## src/rtl/sensor_frame_parser.sv

```systemverilog
// Parses ASCII sensor frames ('R', 1..MAX_DIGITS digits, CR) from a UART byte
// stream and publishes the last good reading as packed BCD and binary.
module sensor_frame_parser #(
    parameter int unsigned MAX_DIGITS     = 4,
    parameter int unsigned BIN_W          = 14,
    parameter int unsigned TIMEOUT_CYCLES = 1000000,
    parameter logic [7:0]  START_CHAR     = 8'h52,
    parameter logic [7:0]  END_CHAR       = 8'h0D
) (
    input  logic                    clk,
    input  logic                    rst_n,
    input  logic [7:0]              rx_data,
    input  logic                    rx_data_rdy,
    output logic [4*MAX_DIGITS-1:0] value_bcd,
    output logic [BIN_W-1:0]        value_bin,
    output logic                    frame_valid,
    output logic                    frame_err,
    output logic [1:0]              err_code,
    output logic [7:0]              frame_count
);

    localparam int unsigned BCD_W = 4 * MAX_DIGITS;
    localparam int unsigned CNT_W = $clog2(MAX_DIGITS + 1);
    localparam int unsigned TMR_W = (TIMEOUT_CYCLES > 2) ? $clog2(TIMEOUT_CYCLES) : 1;

    localparam logic [1:0] ERR_LEN     = 2'b01;
    localparam logic [1:0] ERR_ILLEGAL = 2'b10;
    localparam logic [1:0] ERR_TIMEOUT = 2'b11;

    typedef enum logic {
        IDLE   = 1'b0,
        DIGITS = 1'b1
    } state_t;

    state_t            state, state_nxt;
    logic [BCD_W-1:0]  bcd_acc, bcd_acc_nxt;
    logic [BIN_W-1:0]  bin_acc, bin_acc_nxt;
    logic [CNT_W-1:0]  digit_cnt, digit_cnt_nxt;
    logic [TMR_W-1:0]  timer, timer_nxt;
    logic [BCD_W-1:0]  value_bcd_nxt;
    logic [BIN_W-1:0]  value_bin_nxt;
    logic              frame_valid_nxt;
    logic              frame_err_nxt;
    logic [1:0]        err_code_nxt;
    logic [7:0]        frame_count_nxt;

    logic              is_digit;
    logic [3:0]        digit;

    // ASCII '0'..'9' carry their value in the low nibble
    assign is_digit = (rx_data >= 8'h30) && (rx_data <= 8'h39);
    assign digit    = rx_data[3:0];

    // State register and all registered outputs
    always_ff @(posedge clk) begin
        if (!rst_n) begin
            state       <= IDLE;
            bcd_acc     <= '0;
            bin_acc     <= '0;
            digit_cnt   <= '0;
            timer       <= '0;
            value_bcd   <= '0;
            value_bin   <= '0;
            frame_valid <= 1'b0;
            frame_err   <= 1'b0;
            err_code    <= 2'b00;
            frame_count <= 8'd0;
        end else begin
            state       <= state_nxt;
            bcd_acc     <= bcd_acc_nxt;
            bin_acc     <= bin_acc_nxt;
            digit_cnt   <= digit_cnt_nxt;
            timer       <= timer_nxt;
            value_bcd   <= value_bcd_nxt;
            value_bin   <= value_bin_nxt;
            frame_valid <= frame_valid_nxt;
            frame_err   <= frame_err_nxt;
            err_code    <= err_code_nxt;
            frame_count <= frame_count_nxt;
        end
    end

    // Next-state, accumulator and output logic
    always_comb begin
        state_nxt       = state;
        bcd_acc_nxt     = bcd_acc;
        bin_acc_nxt     = bin_acc;
        digit_cnt_nxt   = digit_cnt;
        timer_nxt       = timer;
        value_bcd_nxt   = value_bcd;
        value_bin_nxt   = value_bin;
        frame_valid_nxt = 1'b0;
        frame_err_nxt   = 1'b0;
        err_code_nxt    = err_code;
        frame_count_nxt = frame_count;

        case (state)
            IDLE: begin
                if (rx_data_rdy && (rx_data == START_CHAR)) begin
                    state_nxt     = DIGITS;
                    bcd_acc_nxt   = '0;
                    bin_acc_nxt   = '0;
                    digit_cnt_nxt = '0;
                    timer_nxt     = '0;
                end
            end

            DIGITS: begin
                if (rx_data_rdy) begin
                    timer_nxt = '0;
                    if (is_digit) begin
                        if (digit_cnt < CNT_W'(MAX_DIGITS)) begin
                            bcd_acc_nxt   = (bcd_acc << 4) | BCD_W'(digit);
                            bin_acc_nxt   = (bin_acc << 3) + (bin_acc << 1) + BIN_W'(digit);
                            digit_cnt_nxt = digit_cnt + CNT_W'(1);
                        end else begin
                            state_nxt     = IDLE;
                            frame_err_nxt = 1'b1;
                            err_code_nxt  = ERR_LEN;
                        end
                    end else if (rx_data == END_CHAR) begin
                        state_nxt = IDLE;
                        if (digit_cnt != '0) begin
                            value_bcd_nxt   = bcd_acc;
                            value_bin_nxt   = bin_acc;
                            frame_valid_nxt = 1'b1;
                            frame_count_nxt = frame_count + 8'd1;
                        end else begin
                            frame_err_nxt = 1'b1;
                            err_code_nxt  = ERR_LEN;
                        end
                    end else if (rx_data == START_CHAR) begin
                        // Truncated frame: flag it and resync onto the new one
                        frame_err_nxt = 1'b1;
                        err_code_nxt  = ERR_LEN;
                        bcd_acc_nxt   = '0;
                        bin_acc_nxt   = '0;
                        digit_cnt_nxt = '0;
                    end else begin
                        state_nxt     = IDLE;
                        frame_err_nxt = 1'b1;
                        err_code_nxt  = ERR_ILLEGAL;
                    end
                end else begin
                    timer_nxt = timer + TMR_W'(1);
                    if (timer == TMR_W'(TIMEOUT_CYCLES - 2)) begin
                        state_nxt     = IDLE;
                        frame_err_nxt = 1'b1;
                        err_code_nxt  = ERR_TIMEOUT;
                    end
                end
            end

            default: state_nxt = IDLE;
        endcase
    end

endmodule

```

## config.mk

```make
export PLATFORM = sky130hd
export DESIGN_NAME = sensor_frame_parser
export DESIGN_NICKNAME = d
export VERILOG_FILES = /design/src/rtl/sensor_frame_parser.sv
export SDC_FILE = /design/constraint.sdc
export NUM_CORES = 1
export LEC_CHECK = 0
export BUFFER_PORTS_ARGS = -buffer_cell sky130_fd_sc_hd__clkbuf_2
export CAP_MARGIN = 15
export CORE_UTILIZATION = 25
export DETAILED_ROUTE_END_ITERATION = 8
export HOLD_SLACK_MARGIN = 0.15
export PLACE_DENSITY = 0.54
export SLEW_MARGIN = 25
export SYNTH_ARGS = -nofsm -noshare
export SYNTH_HDL_FRONTEND = slang
export SYNTH_SLANG_ARGS = --single-unit
```

## constraint.sdc

```tcl
create_clock -name clk -period 2.3 [get_ports clk]
set_input_delay 0.23 -clock clk [delete_from_list [all_inputs] [get_ports clk]]
set_output_delay 0.23 -clock clk [all_outputs]
set_load 0.01 [all_outputs]
```

==> impl_summary.md <==
Clock network
The CTS tree is done. The level count of the clock H-tree is 3. The later-pin clock latency in the skew report is 0.35 ns. The number of buffers created by CTS is 9. The maximum clock insertion buffer count is 2.

The root buffer cell is sky130_fd_sc_hd__clkbuf_16. The number of buffers inserted by hold repair at cts is 0. The clock-pin slew reported for the worst setup and hold paths after clock tree synthesis is 0.06 ns. The CTS sink count is 94.

Yosys
After synthesis, the cell types taking the most area are sky130_fd_sc_hd__dfxtp_1, sky130_fd_sc_hd__a21oi_1, sky130_fd_sc_hd__nand2_1. The count of yosys warnings during synthesis is 0. The post-synthesis cell type count is 52. The share of synthesized area in the top cell type comes to 40.38%. The number of enable-type register cells in the synthesized netlist is 0. The number of nets in the synthesized netlist is 618. Synthesis produced 578 cells.

The most common cell in the synthesized netlist is sky130_fd_sc_hd__nand2_1. The cell type contributing the most total cell area after synthesis is sky130_fd_sc_hd__dfxtp_1. Summing every instance area after synthesis gives 0.004661 mm^2. Ranked by instance count, the synthesized netlist is headed by sky130_fd_sc_hd__nand2_1, sky130_fd_sc_hd__dfxtp_1, sky130_fd_sc_hd__a21oi_1, sky130_fd_sc_hd__nand3_1, sky130_fd_sc_hd__nor2_1. After synthesis, the mean cell area works out to 8.064 um^2. For this run, the leading register cell type out of synthesis is sky130_fd_sc_hd__dfxtp_1. For this run, asynchronously set or reset flops after synthesis account for 0%.

The part of the Yosys area used for sequential elements is 40.38%. The flip-flop and latch count after synthesis is 94.

Final layout
The final antenna diode count is 0. The final net count is 677. After routing the design area is 0.005693 mm^2. The number of fillers in the final layout is 1,967. The relative area change from synthesis to final layout is 22.15%.

The count of cells in the finished layout, fillers not included, comes to 871. Cells with a size suffix above 1 make up 18.07% of the layout.

STA
After layout, the worst setup slack is 0.1261 ns. The total setup violations reported at the end of the flow is 0. The number of slew-limit violations in the final report came to 0.

Timing would allow up to 0.4600 GHz. The clock skew is 0.008110 ns. For the final routed database, the setup TNS stands at 0 ns. Setup repair after global routing could not meet its margin everywhere.

Of the available clock period, the critical path in the final layout requires 94.52%. For the pin with the worst max-slew slack, the measured transition is 0.5202 ns. The final critical path time including I/O delays and setup is 2.174 ns. The worst pin sits at a relative slew slack of 65.00%.

The final-report hold violation count is 0.

Pwr
After layout, the design draws a total of 0.003379 W. The cell area power density is 593.5 mW/mm^2. The peak supply drop is 0.3821 mV. For this design the static power due to leakage is 2.280 nW.

Job
Across the run, the number of max-cap violations was 0.

Worst setup path
The startpoint type of the worst setup path is a flip-flop. The maximum net fanout on the critical path is 3. On the worst path, the slowest cell contributes a delay of 0.49 ns. The worst setup path is of the reg -> reg kind. The largest individual stage delay along the critical path comes from the cell sky130_fd_sc_hd__fa_1. Walking the worst path, the cells encountered are inv_1, fa_1, inv_1, ha_4, a211o_1, a21o_1, a21oi_2, xor2_1, o21ai_1. The capturing element type of the critical path is a flip-flop. Data on the critical path is required at its endpoint by 2.54 ns. For the worst setup path, the data arrival time is 2.41 ns.

In this design, the critical path's most frequently occurring cell is sky130_fd_sc_hd__inv_1.

Placement
The cell count after placement is 855. The placed wire-length estimate after detailed placement is 8709 um. In this run the tool buffered the top-level ports with 52 buffer cells.

The instance area at placement is 0.005318 mm^2. The setup slack after placement is -0.06278 ns. The routability congestion estimate is 0.8167.

GRT
The via count of the first global-routing pass is 3,977. The first global-routing pass estimated 20,690 um of wire. The global-route usage over all layers is 13.41%. The initial antenna violation count is 0. The overall overflow remaining after global route is 0. Entering global routing, the biggest net connects 33 pins.

Drt
The number of violations reported at the end of detailed-routing iteration 0 is 218. The total DRC errors in the routed layout is 8. The routed length per placed instance is 14.42 um.

The remaining antenna violation count is 0. The detailed-route vias per instance is 4.905. For this block, the via count after detailed routing is 4,272.

The overall routed net length is 12,560 um. For this run, the detailed router's first-pass iteration total came to 6.

Die
The die boundary width is 138.5 um. The floorplan has 49 rows. The core region is 0.01815 mm^2. The initial core utilization is 25.68%. The floorplan step set the die height to 138.5 um. The I/O pin count is 53. The die covers 0.01919 mm^2.

Outcome
The final reports fail on DRC. The run finished, with violations left.

Worst hold path
The worst hold path belongs to the class in -> reg.
-- per-stage QoR --
stage,utilization (%),hold WS (ns)
floorplan,-,0.3645
global placement,29.30,0.4411
detailed placement,29.30,0.4443
CTS,31.18,0.1607
global route,31.37,0.2139
finish,31.37,0.1778
-- state kept, by name, summed over array words and instances, names as in the netlist --
register,count
bin_acc,13
digit_cnt,3
state,1
err_code,2
frame_err,1
frame_count,8
timer,20
value_bcd,16
bcd_acc,16
frame_valid,1
value_bin,13
-- area by class of cell --
class | count | area, um^2 | share of cell area, %
clock inverter | 5 | 81.33 | 1.429
multi-input combinational | 438 | 2634 | 46.26
timing repair buffer | 82 | 510.5 | 8.967
sequential | 94 | 1883 | 33.08
inverter | 12 | 45.04 | 0.7912
tap | 229 | 286.5 | 5.033
clock buffer | 11 | 252.7 | 4.440
-- worst max-delay path, delay by kind of cell, from the launching register on --
kind / cells / cell delay [ns]
DFF: 1 / 0.32
AOI/OAI and AO/OA: 4 / 0.73
xor gates and xnor gates: 1 / 0.17
adders and majority gates: 2 / 0.71
buffers and inverters: 2 / 0.13
-- power breakdown --
group | leakage [nW] | internal (W) | switching, W | total [W]
logic | 1.36 | 0.0000259 | 0.0000586 | 0.0000845
registers | 0.757 | 0.00163 | 0.0000000676 | 0.00163
clock network | 0.162 | 0.00101 | 0.000655 | 0.00167
total | 2.28 | 0.00266 | 0.000714 | 0.00338
-- logic make-up after synthesis --
kind of cell             Yosys count  synth area share [%]
buffers and inverters             46                 4.108
adder cells (fa/ha/maj)           29                 8.107
AND/OR/NAND/NOR                  252                 26.66
flip-flops                        94                 40.38
multiplexers                       3                0.6443
XOR/XNOR                          11                 2.067
AO/OA/AOI/OAI                    143                 18.04
-- final timing paths --
| kind | to | depth (start not counted) | from | slack (ns) |
|---|---|---|---|---|
| max | bin_acc[7]$_SDFFE_PN0P_ | 9 | bcd_acc[0]$_SDFFE_PN0P_ | 0.13 |
| min | bcd_acc[0]$_SDFFE_PN0P_ | 3 | rx_data[0] | 0.18 |
| max reg2reg | bin_acc[7]$_SDFFE_PN0P_ | 9 | bcd_acc[0]$_SDFFE_PN0P_ | 0.13 |
| min reg2reg | value_bcd[1]$_SDFFE_PN0P_ | 2 | value_bcd[1]$_SDFFE_PN0P_ | 0.45 |
-- what timing repair did --
action / in CTS / in global routing
setup endpoints to repair: 2 / 8
gates resized for setup: 2 / 7
setup buffers: 0 / 0
pin swaps: 1 / 8
-- placed cells by master (no fill, tap or decap), drive strengths merged, types with 6 or more instances in the layout --
| cell type | count |
|---|---|
| nand4 | 11 |
| a21oi | 84 |
| nand3 | 44 |
| o21ai | 17 |
| clkbuf | 63 |
| nand2 | 108 |
| dfxtp | 94 |
| inv | 12 |
| buf | 30 |
| or3 | 7 |
| a31oi | 9 |
| a21o | 8 |
| xor2 | 6 |
| nor3 | 10 |
| ha | 27 |
| nor2 | 29 |
| or4 | 8 |
-- layer usage --
metal | GRT usage (%) | wire length [um]
met5 | 0 | 0
met4 | 3.962 | 127
met3 | 3.349 | 486
met2 | 20.84 | 5613
met1 | 18.26 | 6337
Note: power is estimated with default switching activity, not from simulation.
